**src/rtl/alu_pkg.sv**
```systemverilog
// alu_pkg: shared definitions for the ALU arbiter slice.
//   - ALU_W / ALU_OPW : default operand and opcode widths
//   - OP_*            : ALU opcodes, which the arbiter forwards unchanged
//   - state_t         : arbiter FSM states (IDLE, BUSY)
package alu_pkg;

  localparam int ALU_W   = 32;
  localparam int ALU_OPW = 4;

  localparam logic [3:0] OP_AND = 4'b0000;
  localparam logic [3:0] OP_OR  = 4'b0001;
  localparam logic [3:0] OP_ADD = 4'b0010;
  localparam logic [3:0] OP_SUB = 4'b0110;
  localparam logic [3:0] OP_SLT = 4'b0111;
  localparam logic [3:0] OP_NOR = 4'b1100;

  typedef enum logic {
    ST_IDLE = 1'b0,
    ST_BUSY = 1'b1
  } state_t;

endpackage

```
**src/rtl/alu_arbiter_if.sv**
```systemverilog
// alu_arbiter_if: requester-side bundle of the ALU arbiter.
//   req_valid/req_ready : per-port request handshake
//   req_a*/req_b*/req_op*: operands and opcode of port 0/1
//   rsp_valid/rsp_ready : per-port response handshake
//   rsp_r/rsp_z/rsp_v/rsp_c : registered result and flags, shared by both ports
// Modports: master = requester side, slave = arbiter side.
interface alu_arbiter_if
  import alu_pkg::*;
#(
  parameter int W   = ALU_W,
  parameter int OPW = ALU_OPW
);
  logic [1:0]     req_valid;
  logic [1:0]     req_ready;
  logic [W-1:0]   req_a0;
  logic [W-1:0]   req_a1;
  logic [W-1:0]   req_b0;
  logic [W-1:0]   req_b1;
  logic [OPW-1:0] req_op0;
  logic [OPW-1:0] req_op1;
  logic [1:0]     rsp_valid;
  logic [1:0]     rsp_ready;
  logic [W-1:0]   rsp_r;
  logic           rsp_z;
  logic           rsp_v;
  logic           rsp_c;

  modport master (
    output req_valid, req_a0, req_a1, req_b0, req_b1, req_op0, req_op1, rsp_ready,
    input  req_ready, rsp_valid, rsp_r, rsp_z, rsp_v, rsp_c
  );

  modport slave (
    input  req_valid, req_a0, req_a1, req_b0, req_b1, req_op0, req_op1, rsp_ready,
    output req_ready, rsp_valid, rsp_r, rsp_z, rsp_v, rsp_c
  );
endinterface

```
**src/rtl/alu_arbiter_rr_arb2.sv**
```systemverilog
// rr_arb2: two-requester arbiter.
//   req  : request vector
//   ptr  : round-robin pointer (port that wins when both request)
//   gnt  : one-hot grant (all zero when nothing requests)
//   win  : encoded winner (0 when nothing requests)
// Build option: ALU_ARB_FIXED_PRIO_EN makes port 0 win every tie and ptr is ignored.
module rr_arb2 (
  input  logic [1:0] req,
  input  logic       ptr,
  output logic [1:0] gnt,
  output logic       win
);

  // Winner selection: a lone requester always wins, ties go to ptr (or port 0).
  always_comb begin
    gnt = 2'b00;
    win = 1'b0;
    case (req)
      2'b01: begin
        gnt = 2'b01;
        win = 1'b0;
      end
      2'b10: begin
        gnt = 2'b10;
        win = 1'b1;
      end
      2'b11: begin
`ifdef ALU_ARB_FIXED_PRIO_EN
        win = 1'b0;
`else
        win = ptr;
`endif
        if (win) begin
          gnt = 2'b10;
        end else begin
          gnt = 2'b01;
        end
      end
      default: begin
        gnt = 2'b00;
        win = 1'b0;
      end
    endcase
  end

endmodule

```
**src/rtl/alu_arbiter.sv**
```systemverilog
// alu_arbiter: shares one combinational ALU between two valid/ready requesters.
//   clk, rst_n              : clock (rising edge), async active-low reset
//   bus (alu_arbiter_if)    : request/response handshakes of ports 0 and 1
//   alu_a, alu_b, alu_op    : operands/opcode to the shared ALU (zero unless a grant is live)
//   alu_r, alu_z/v/c        : ALU result and flags, captured on request acceptance
// An accepted request moves IDLE->BUSY; the response is held until the owning
// port takes it, so at most one operation completes every two cycles.
// Build option: ALU_ARB_FIXED_PRIO_EN selects fixed port-0 priority, no pointer.
module alu_arbiter
  import alu_pkg::*;
#(
  parameter int W   = ALU_W,
  parameter int OPW = ALU_OPW
) (
  input  logic           clk,
  input  logic           rst_n,
  alu_arbiter_if.slave   bus,
  output logic [W-1:0]   alu_a,
  output logic [W-1:0]   alu_b,
  output logic [OPW-1:0] alu_op,
  input  logic [W-1:0]   alu_r,
  input  logic           alu_z,
  input  logic           alu_v,
  input  logic           alu_c
);

  state_t       state_r;
  logic         owner_r;
  logic [1:0]   rsp_valid_r;
  logic [W-1:0] rsp_r_r;
  logic         rsp_z_r;
  logic         rsp_v_r;
  logic         rsp_c_r;
  logic [1:0]   gnt_s;
  logic         win_s;
  logic         ptr_s;
  logic         idle_s;
  logic         accept_s;
  logic         rsp_done_s;

`ifdef ALU_ARB_FIXED_PRIO_EN
  assign ptr_s = 1'b0;
`else
  logic         ptr_r;
  assign ptr_s = ptr_r;
`endif

  rr_arb2 u_arb (
    .req (bus.req_valid),
    .ptr (ptr_s),
    .gnt (gnt_s),
    .win (win_s)
  );

  assign idle_s     = (state_r == ST_IDLE);
  // Grant is only ever offered to a valid port, so this reduces to "winner is valid".
  assign accept_s   = idle_s && ((gnt_s & bus.req_valid) != 2'b00);
  assign rsp_done_s = (state_r == ST_BUSY) && bus.rsp_ready[owner_r];

  assign bus.req_ready = idle_s ? gnt_s : 2'b00;
  assign bus.rsp_valid = rsp_valid_r;
  assign bus.rsp_r     = rsp_r_r;
  assign bus.rsp_z     = rsp_z_r;
  assign bus.rsp_v     = rsp_v_r;
  assign bus.rsp_c     = rsp_c_r;

  // Operand mux: the granted port drives the ALU while IDLE, otherwise all zeros.
  always_comb begin
    alu_a  = {W{1'b0}};
    alu_b  = {W{1'b0}};
    alu_op = {OPW{1'b0}};
    if (idle_s && (gnt_s != 2'b00)) begin
      if (win_s) begin
        alu_a  = bus.req_a1;
        alu_b  = bus.req_b1;
        alu_op = bus.req_op1;
      end else begin
        alu_a  = bus.req_a0;
        alu_b  = bus.req_b0;
        alu_op = bus.req_op0;
      end
    end else begin
      alu_a  = {W{1'b0}};
      alu_b  = {W{1'b0}};
      alu_op = {OPW{1'b0}};
    end
  end

  // FSM with response, owner and pointer registers.
  always_ff @(posedge clk or negedge rst_n) begin
    if (!rst_n) begin
      state_r     <= ST_IDLE;
      owner_r     <= 1'b0;
      rsp_valid_r <= 2'b00;
      rsp_r_r     <= {W{1'b0}};
      rsp_z_r     <= 1'b0;
      rsp_v_r     <= 1'b0;
      rsp_c_r     <= 1'b0;
`ifndef ALU_ARB_FIXED_PRIO_EN
      ptr_r       <= 1'b0;
`endif
    end else begin
      case (state_r)
        ST_IDLE: begin
          if (accept_s) begin
            state_r     <= ST_BUSY;
            owner_r     <= win_s;
            rsp_valid_r <= gnt_s;
            rsp_r_r     <= alu_r;
            rsp_z_r     <= alu_z;
            rsp_v_r     <= alu_v;
            rsp_c_r     <= alu_c;
`ifndef ALU_ARB_FIXED_PRIO_EN
            ptr_r       <= ~win_s;
`endif
          end
        end
        ST_BUSY: begin
          // Only the owner's rsp_ready retires the response; the other port is ignored.
          if (rsp_done_s) begin
            state_r     <= ST_IDLE;
            rsp_valid_r <= 2'b00;
          end
        end
        default: begin
          state_r     <= ST_IDLE;
          rsp_valid_r <= 2'b00;
        end
      endcase
    end
  end

endmodule

```
**src/flat_wrapper.sv**
```systemverilog
// flat-port wrapper written by rule: the top's interface ports become plain ports
module alu_arbiter_flat import alu_pkg::*;
#(
  parameter int W   = ALU_W,
  parameter int OPW = ALU_OPW
)
  (clk, rst_n, alu_a, alu_b, alu_op, alu_r, alu_z, alu_v, alu_c, bus_req_valid, bus_req_a0, bus_req_a1, bus_req_b0, bus_req_b1, bus_req_op0, bus_req_op1, bus_rsp_ready, bus_req_ready, bus_rsp_valid, bus_rsp_r, bus_rsp_z, bus_rsp_v, bus_rsp_c);
  alu_arbiter_if #(.W(W), .OPW(OPW)) bus_i ();
  input  logic clk;
  input  logic rst_n;
  output logic [W-1:0] alu_a;
  output logic [W-1:0] alu_b;
  output logic [OPW-1:0] alu_op;
  input  logic [W-1:0] alu_r;
  input  logic alu_z;
  input  logic alu_v;
  input  logic alu_c;
  input wire logic [$bits(bus_i.req_valid)-1:0] bus_req_valid;
  input wire logic [$bits(bus_i.req_a0)-1:0] bus_req_a0;
  input wire logic [$bits(bus_i.req_a1)-1:0] bus_req_a1;
  input wire logic [$bits(bus_i.req_b0)-1:0] bus_req_b0;
  input wire logic [$bits(bus_i.req_b1)-1:0] bus_req_b1;
  input wire logic [$bits(bus_i.req_op0)-1:0] bus_req_op0;
  input wire logic [$bits(bus_i.req_op1)-1:0] bus_req_op1;
  input wire logic [$bits(bus_i.rsp_ready)-1:0] bus_rsp_ready;
  output wire logic [$bits(bus_i.req_ready)-1:0] bus_req_ready;
  output wire logic [$bits(bus_i.rsp_valid)-1:0] bus_rsp_valid;
  output wire logic [$bits(bus_i.rsp_r)-1:0] bus_rsp_r;
  output wire logic [$bits(bus_i.rsp_z)-1:0] bus_rsp_z;
  output wire logic [$bits(bus_i.rsp_v)-1:0] bus_rsp_v;
  output wire logic [$bits(bus_i.rsp_c)-1:0] bus_rsp_c;
  assign bus_i.req_valid = bus_req_valid;
  assign bus_i.req_a0 = bus_req_a0;
  assign bus_i.req_a1 = bus_req_a1;
  assign bus_i.req_b0 = bus_req_b0;
  assign bus_i.req_b1 = bus_req_b1;
  assign bus_i.req_op0 = bus_req_op0;
  assign bus_i.req_op1 = bus_req_op1;
  assign bus_i.rsp_ready = bus_rsp_ready;
  assign bus_req_ready = bus_i.req_ready;
  assign bus_rsp_valid = bus_i.rsp_valid;
  assign bus_rsp_r = bus_i.rsp_r;
  assign bus_rsp_z = bus_i.rsp_z;
  assign bus_rsp_v = bus_i.rsp_v;
  assign bus_rsp_c = bus_i.rsp_c;
  alu_arbiter #(.W(W), .OPW(OPW)) u_core (.clk(clk), .rst_n(rst_n), .bus(bus_i), .alu_a(alu_a), .alu_b(alu_b), .alu_op(alu_op), .alu_r(alu_r), .alu_z(alu_z), .alu_v(alu_v), .alu_c(alu_c));
endmodule
```
**config.mk**
```make
export PLATFORM = sky130hd
export DESIGN_NAME = alu_arbiter_flat
export DESIGN_NICKNAME = d
export VERILOG_FILES = /design/src/rtl/alu_pkg.sv /design/src/rtl/alu_arbiter_if.sv /design/src/rtl/alu_arbiter_rr_arb2.sv /design/src/rtl/alu_arbiter.sv /design/src/flat_wrapper.sv
export SDC_FILE = /design/constraint.sdc
export NUM_CORES = 1
export LEC_CHECK = 0
export ABC_AREA = 0
export BUFFER_PORTS_ARGS = -buffer_cell sky130_fd_sc_hd__buf_4
export CAP_MARGIN = 20
export CORE_AREA = 2 2 110 112
export DETAILED_ROUTE_END_ITERATION = 10
export DIE_AREA = 0 0 112 114
export GPL_TIMING_DRIVEN = 0
export PLACE_DENSITY_LB_ADDON = 0.15
export SLEW_MARGIN = 10
export SYNTH_ARGS = -nofsm -noshare
export SYNTH_HDL_FRONTEND = slang
export SYNTH_SLANG_ARGS = --single-unit
```
**constraint.sdc**
```tcl
create_clock -name clk -period 1.71 [get_ports clk]
set_input_delay 0.2565 -clock clk [delete_from_list [all_inputs] [get_ports clk]]
set_output_delay 0.2565 -clock clk [all_outputs]
set_load 0.02 [all_outputs]
```
==> results.yml, run 1 <==
cells_and_area:
  area_growth_pct: 130
  fillCellCount: 1147
  seq_area_mm2: 0.00100
  final_cell_area_mm2: 0.00517
  utilization: 0.442
  multi_input_area_mm2: 0.00112
  nets: 658
  drive_gt1_frac: 0.730
  antenna_cells: 0
synth:
  ys_warn_count: 0
  syn-num-nets: 357
  ys_seq_area_frac: 0.444
  async_flop_share: 1.00
  synth.distinct_cells: 21
  synthFlopType: "dfrtp_1"
  yosys.area.top_type: "dfrtp_1"
  avgSynthCellArea_um2: 12.5
  ys_seq_elements: 40
  synth_most_common_cell: "a22o_1"
  synth_edf_count: 0
  syn_area_mm2: 0.00225
  syn_inst: 180
  synth_commonest_cells: "a22o_1, dfrtp_1, mux2_2"
  synth.area.top_cells: "dfrtp_1, a22o_1, mux2_2"
  synth_top_area_share: 0.444
die:
  row_count: 40
  die_area_mm2: 0.0128
  dieWidth_um: 112
  die_y_um: 114
  initial_core_util: 0.192
  io_pins: 284
  fp.coreArea_mm2: 0.0117
place:
  portBuffers: 283
  dp_slack_ns: -0.196
  place_area_mm2: 0.00456
  gp_congestion: 0.773
  dp_hpwl_um: 8950
timing:
  clock_skew_ns: 0.000834
  fin_ws_ns: -0.119
  finalCriticalPeriod_ns: 1.83
  rsz0062_at_grt: "yes"
  final.setup.tns_ns: -6.26
  hold_viol: 0
  maxSlewHeadroom: 0.659
  fin_crit_sh: 1.07
  fmax_mhz: 547
  tightest_slew_ns: 0.511
  maxSlewViolCount: 0
  setup_violations: 69
detailed_routing:
  drc_errors: 0
  drtIter0Drc: 121
  first_pass_iters: 4
  antenna_left: 0
  wl_um: 11200
  vias: 2774
  via_per_inst: 4.42
  wl_per_cell_um: 17.9
critical_path:
  r2r_start: "u_core.state_r$_DFF_PN0_"
  arrival_ns: 1.57
  cp_max_fo: 10
  critical_path.endpoint_type: "primary output"
  worstSetupPathType: "register to primary output"
  startpoint: "u_core.ptr_r$_DFFE_PN0P_"
  cp-start-kind: "register"
  crit_required_ns: 1.45
worst_hold_path:
  hold_path.class: "primary input to register"
  min-delay-start: "alu_r[0]"
status:
  status: "finished with violations"
  violations: "negative setup slack"
clock_tree:
  cts_tree: "yes"
  clockBufferDepth: 2
  worstSkewPairLatency_ns: 0.27
  htreeDepth: 2
  cts_made_buffers: 5
  clk_pin_slew_worst_paths_ns: 0.06
  cts_root_buf: "clkbuf_16"
  clock_sinks: 40
pwr:
  switching_share: 0.395
  p_per_area_mw_per_mm2: 1540
  finalPower_mw: 7.99
  p_leak_nw: 2.65
  internal_power_mw: 4.83
  max-vdd-ir-drop_uv: 934
  p_sw_mw: 3.16
  power_frac_clock: 0.120
  pwr-share-seq: 0.213
  p_comb_frac: 0.666
global_route:
  overflow: 0
  grt_pass1_wl_um: 16000
  first_global_vias: 2861
  gr-usage-all-layers: 0.159
  grt_max_degree: 41
  antenna_found_initial: 0
flow_run:
  maxCapViolCount: 0
power by group through the flow:
stage	Clock, mW	Combinational [mW]	Sequential, mW
finish	0.960	5.32	1.70
global route	1.03	5.60	1.77
CTS	0.992	5.19	1.71
detailed placement	0	4.72	1.70
global placement	0	4.70	1.68
floorplan	0	2.06	2.23
stage by stage:
| stage | hold WS (ns) | cells |
|---|---|---|
| 6_report | 0.196 | 628 |
| 3_3_place_gp | 0.274 | 610 |
| 5_1_grt | 0.188 | 628 |
| 2_1_floorplan | -0.0391 | 180 |
| 4_1_cts | 0.190 | 624 |
| 3_5_place_dp | 0.272 | 610 |
critical path, cell delays in order (launching register included):
cell	delay [ns]
dfrtp_1	0.40
nand2_2	0.08
and3_4	0.17
buf_12	0.14
buf_8	0.13
a22o_1	0.23
buf_6	0.14
what timing repair did:
action / CTS / global route
gates resized for setup: 78 / 19
pin swaps: 36 / 33
endpoints found under the hold margin: 40 / 0
endpoints found under the setup margin: 69 / 72
hold buffers: 1 / 0
buffers inserted: 3 / 3
cloned: 4 / 1
logic make-up after synthesis:
| family | count (synthesis) | synth area share |
|---|---|---|
| AO/OA/AOI/OAI | 75 | 0.288 |
| flip-flops | 40 | 0.444 |
| multiplexers | 36 | 0.179 |
| buffers and inverters | 22 | 0.0728 |
| AND/OR/NAND/NOR | 7 | 0.0156 |
sequential cells by signal, summed over array words and instances, names as in the netlist:
signal                count
u_core.bus.rsp_c          1
u_core.bus.rsp_v          1
u_core.bus.rsp_z          1
u_core.state_r            1
u_core.bus.rsp_valid      2
u_core.owner_r            1
u_core.bus.rsp_r         32
u_core.ptr_r              1
worst paths after layout:
kind                                                    end  cells after the start  slack (ns)
min                         u_core.bus.rsp_r[0]$_DFFE_PN0P_                      2        0.20
min reg2reg                u_core.bus.rsp_r[22]$_DFFE_PN0P_                      1        0.49
max reg2reg                u_core.bus.rsp_r[28]$_DFFE_PN0P_                      6        0.12
max                                               alu_a[23]                      6       -0.12
max in group asynchronous  u_core.bus.rsp_r[30]$_DFFE_PN0P_                      2        0.87
min in group asynchronous  u_core.bus.rsp_r[16]$_DFFE_PN0P_                      2        0.50
layout by cell type (no fill, tap or decap), types with 2 or more instances in the layout:
cell type | synthesis | final
buf_8 | 0 | 6
mux2_2 | 25 | 25
a22o_1 | 69 | 67
dfrtp_1 | 40 | 40
mux2_1 | 10 | 10
a22o_4 | 0 | 2
clkbuf_16 | 0 | 6
buf_6 | 8 | 74
a21o_1 | 2 | 2
nand2_1 | 3 | 2
buf_2 | 8 | 2
clkbuf_8 | 0 | 2
buf_4 | 3 | 229
per-layer routing:
metal,track usage,up-vias,part of all wire
met5,0,-,0
met2,0.279,140,0.51
li1,-,1314,-
met4,0.0244,0,0.0055
met3,0.0361,6,0.073
met1,0.205,1314,0.41
cell type report:
| class | count | area share |
|---|---|---|
| repair buffers | 295 | 0.485 |
| multi-input cells | 118 | 0.216 |
| flip-flops and latches | 40 | 0.194 |
| plain buffers | 19 | 0.0389 |
| well taps | 147 | 0.0356 |
| clock buffers | 7 | 0.0295 |
| inverters | 2 | 0.00145 |
No activity file was read; power rests on OpenSTA's default activity.
==> run 2, diff against run 1 <==
==> constraint.sdc (replaced) <==
create_clock -name clk -period 1.71 [get_ports clk]
set_input_delay 0.2565 -clock clk [delete_from_list [all_inputs] [get_ports clk]]
set_output_delay 0.2565 -clock clk [all_outputs]
set_load 0.01 [all_outputs]
==> run 2 against run 1 <==
Compared with the run above:
- the run still ends with negative setup slack left
- core utilization is 0.51 points lower
- first-iteration DRC count is 21% higher
- die area stayed put
- worst hold slack hardly changed
- critical path depth is 1 lower
- non-clock buffer count is 6 higher
- critical path type unchanged
- total power is 9.4% lower
- sequential share of layout area is 0.23 points higher
- clock power hardly changed
- worst setup slack worse by 0.025 ns
- wire length is 0.22% lower
- cell count is 1.1% higher
==> results.yml, run 2 (same netlist as run 1, synthesis figures left out) <==
critical_path:
  cp_top_family: "compound AO/OA/AOI/OAI gates"
  slowest_delay_ns: 0.39
  cp_common_cell: "buf_6"
  arrival_ns: 1.60
  cp-start-kind: "register"
  worstSetupPathType: "register to primary output"
  worstPathCellList: "buf_6 -> o211a_4 -> buf_6 -> a22o_4 -> buf_4"
  slowest_stage: "dfrtp_1"
  critical_path.endpoint_type: "primary output"
  crit_required_ns: 1.45
  cp_max_fo: 10
  crit_buf_inv: 3
cells_and_area:
  drive_gt1_frac: 0.732
  fillCellCount: 1168
  nets: 665
  seq_area_mm2: 0.00100
  antenna_cells: 0
  area_growth_pct: 127
  final_cell_mix: "buf_4, a22o_1, buf_6, dfrtp_1, mux2_2"
  final_common_cell: "buf_4"
  multi_input_area_mm2: 0.00113
  largest_reg_flops: 32
detailed_routing:
  via_per_inst: 4.40
  drtIter0Drc: 146
  wl_um: 11200
  vias: 2794
  drc_errors: 0
  first_pass_iters: 4
  wl_per_cell_um: 17.6
  antenna_left: 0
die:
  io_pins: 284
  fp.coreArea_mm2: 0.0117
  die_area_mm2: 0.0128
  die_y_um: 114
  initial_core_util: 0.192
  row_count: 40
  dieWidth_um: 112
clock_tree:
  htreeDepth: 2
  cts_tree: "yes"
  clockBufferDepth: 2
  worstSkewPairLatency_ns: 0.27
  cts_root_buf: "clkbuf_16"
  cts_made_buffers: 5
  clock_sinks: 40
  clk_pin_slew_worst_paths_ns: 0.06
timing:
  hold_viol: 0
  maxSlewHeadroom: 0.657
  clock_skew_ns: 0.00138
  whs_ns: 0.196
  rsz0062_at_grt: "yes"
  tightest_slew_ns: 0.514
  fin_ws_ns: -0.145
  setup_violations: 69
  maxSlewViolCount: 0
  finalCriticalPeriod_ns: 1.85
  fin_crit_sh: 1.08
  fmax_mhz: 539
global_route:
  antenna_found_initial: 0
  overflow: 0
  grt_pass1_wl_um: 15900
  gr-usage-all-layers: 0.159
  grt_max_degree: 41
  first_global_vias: 2837
pwr:
  finalPower_mw: 7.23
  p_per_area_mw_per_mm2: 1410
  max-vdd-ir-drop_uv: 931
  p_leak_nw: 2.65
flow_run:
  maxCapViolCount: 0
place:
  gp_congestion: 0.773
  dp_hpwl_um: 8950
  portBuffers: 283
status:
  status: "finished with violations"
  violations: "negative setup slack"
worst_hold_path:
  hold_path.class: "primary input to register"
## run 2: what timing repair did
| action | in CTS | in global routing |
|---|---|---|
| pin swaps | 10 | 0 |
| setup buffers | 5 | 8 |
| endpoints found under the hold margin | 40 | 0 |
| endpoints found under the setup margin | 69 | 70 |
| gates cloned | 5 | 0 |
| hold buffers | 1 | 0 |
| gates resized for setup | 59 | 5 |
## run 2: final cells by class
type / count / area share
Inverter: 2 / 0.00147
Timing Repair Buffer: 301 / 0.471
Multi-Input combinational cell: 119 / 0.222
Tap cell: 147 / 0.0360
Clock buffer: 7 / 0.0299
Sequential cell: 40 / 0.196
Buffer: 19 / 0.0438
## run 2: path summary, 6_finish.rpt
path                            depth (start not counted)                               end                              from  slack [ns]
worst max register to register                          7  u_core.bus.rsp_r[28]$_DFFE_PN0P_          u_core.state_r$_DFF_PN0_        0.09
min in group asynchronous                               2      u_core.bus.rsp_c$_DFFE_PN0P_                             rst_n        0.50
worst min-delay path                                    2   u_core.bus.rsp_r[0]$_DFFE_PN0P_                          alu_r[0]        0.20
worst min register to register                          1  u_core.bus.rsp_r[22]$_DFFE_PN0P_  u_core.bus.rsp_r[22]$_DFFE_PN0P_        0.49
worst max-delay path                                    5                          alu_b[7]          u_core.ptr_r$_DFFE_PN0P_       -0.14
max in group asynchronous                               2  u_core.bus.rsp_r[30]$_DFFE_PN0P_                             rst_n        0.86
## run 2: through the flow
step | setup slack, ns | TNS, ns | utilization | area (um2) | instances
finish | -0.145 | -7.54 | 0.437 | 5110 | 635
global route | -0.212 | -12.56 | 0.437 | 5110 | 635
CTS | -0.162 | -9.11 | 0.429 | 5020 | 627
detailed placement | -0.176 | -7.18 | 0.389 | 4560 | 610
global placement | -0.148 | -4.48 | 0.389 | 4560 | 610
floorplan | 0.297 | 0 | - | 2250 | 180
## run 2: per-layer routing
layer  global-route usage  wire length [um]  vias up  part of all wire
li1                     -                 -     1329                 -
met1                0.208              4570     1309              0.41
met2                0.276              5650      146              0.50
met3               0.0356               863       10             0.077
met4               0.0244               107        0            0.0096
met5                    0                 0        -                 0
## run 2: report_power, final
group	switching [mW]	internal (mW)
logic	1.84	2.74
clock network	0.346	0.612
registers	0.268	1.43
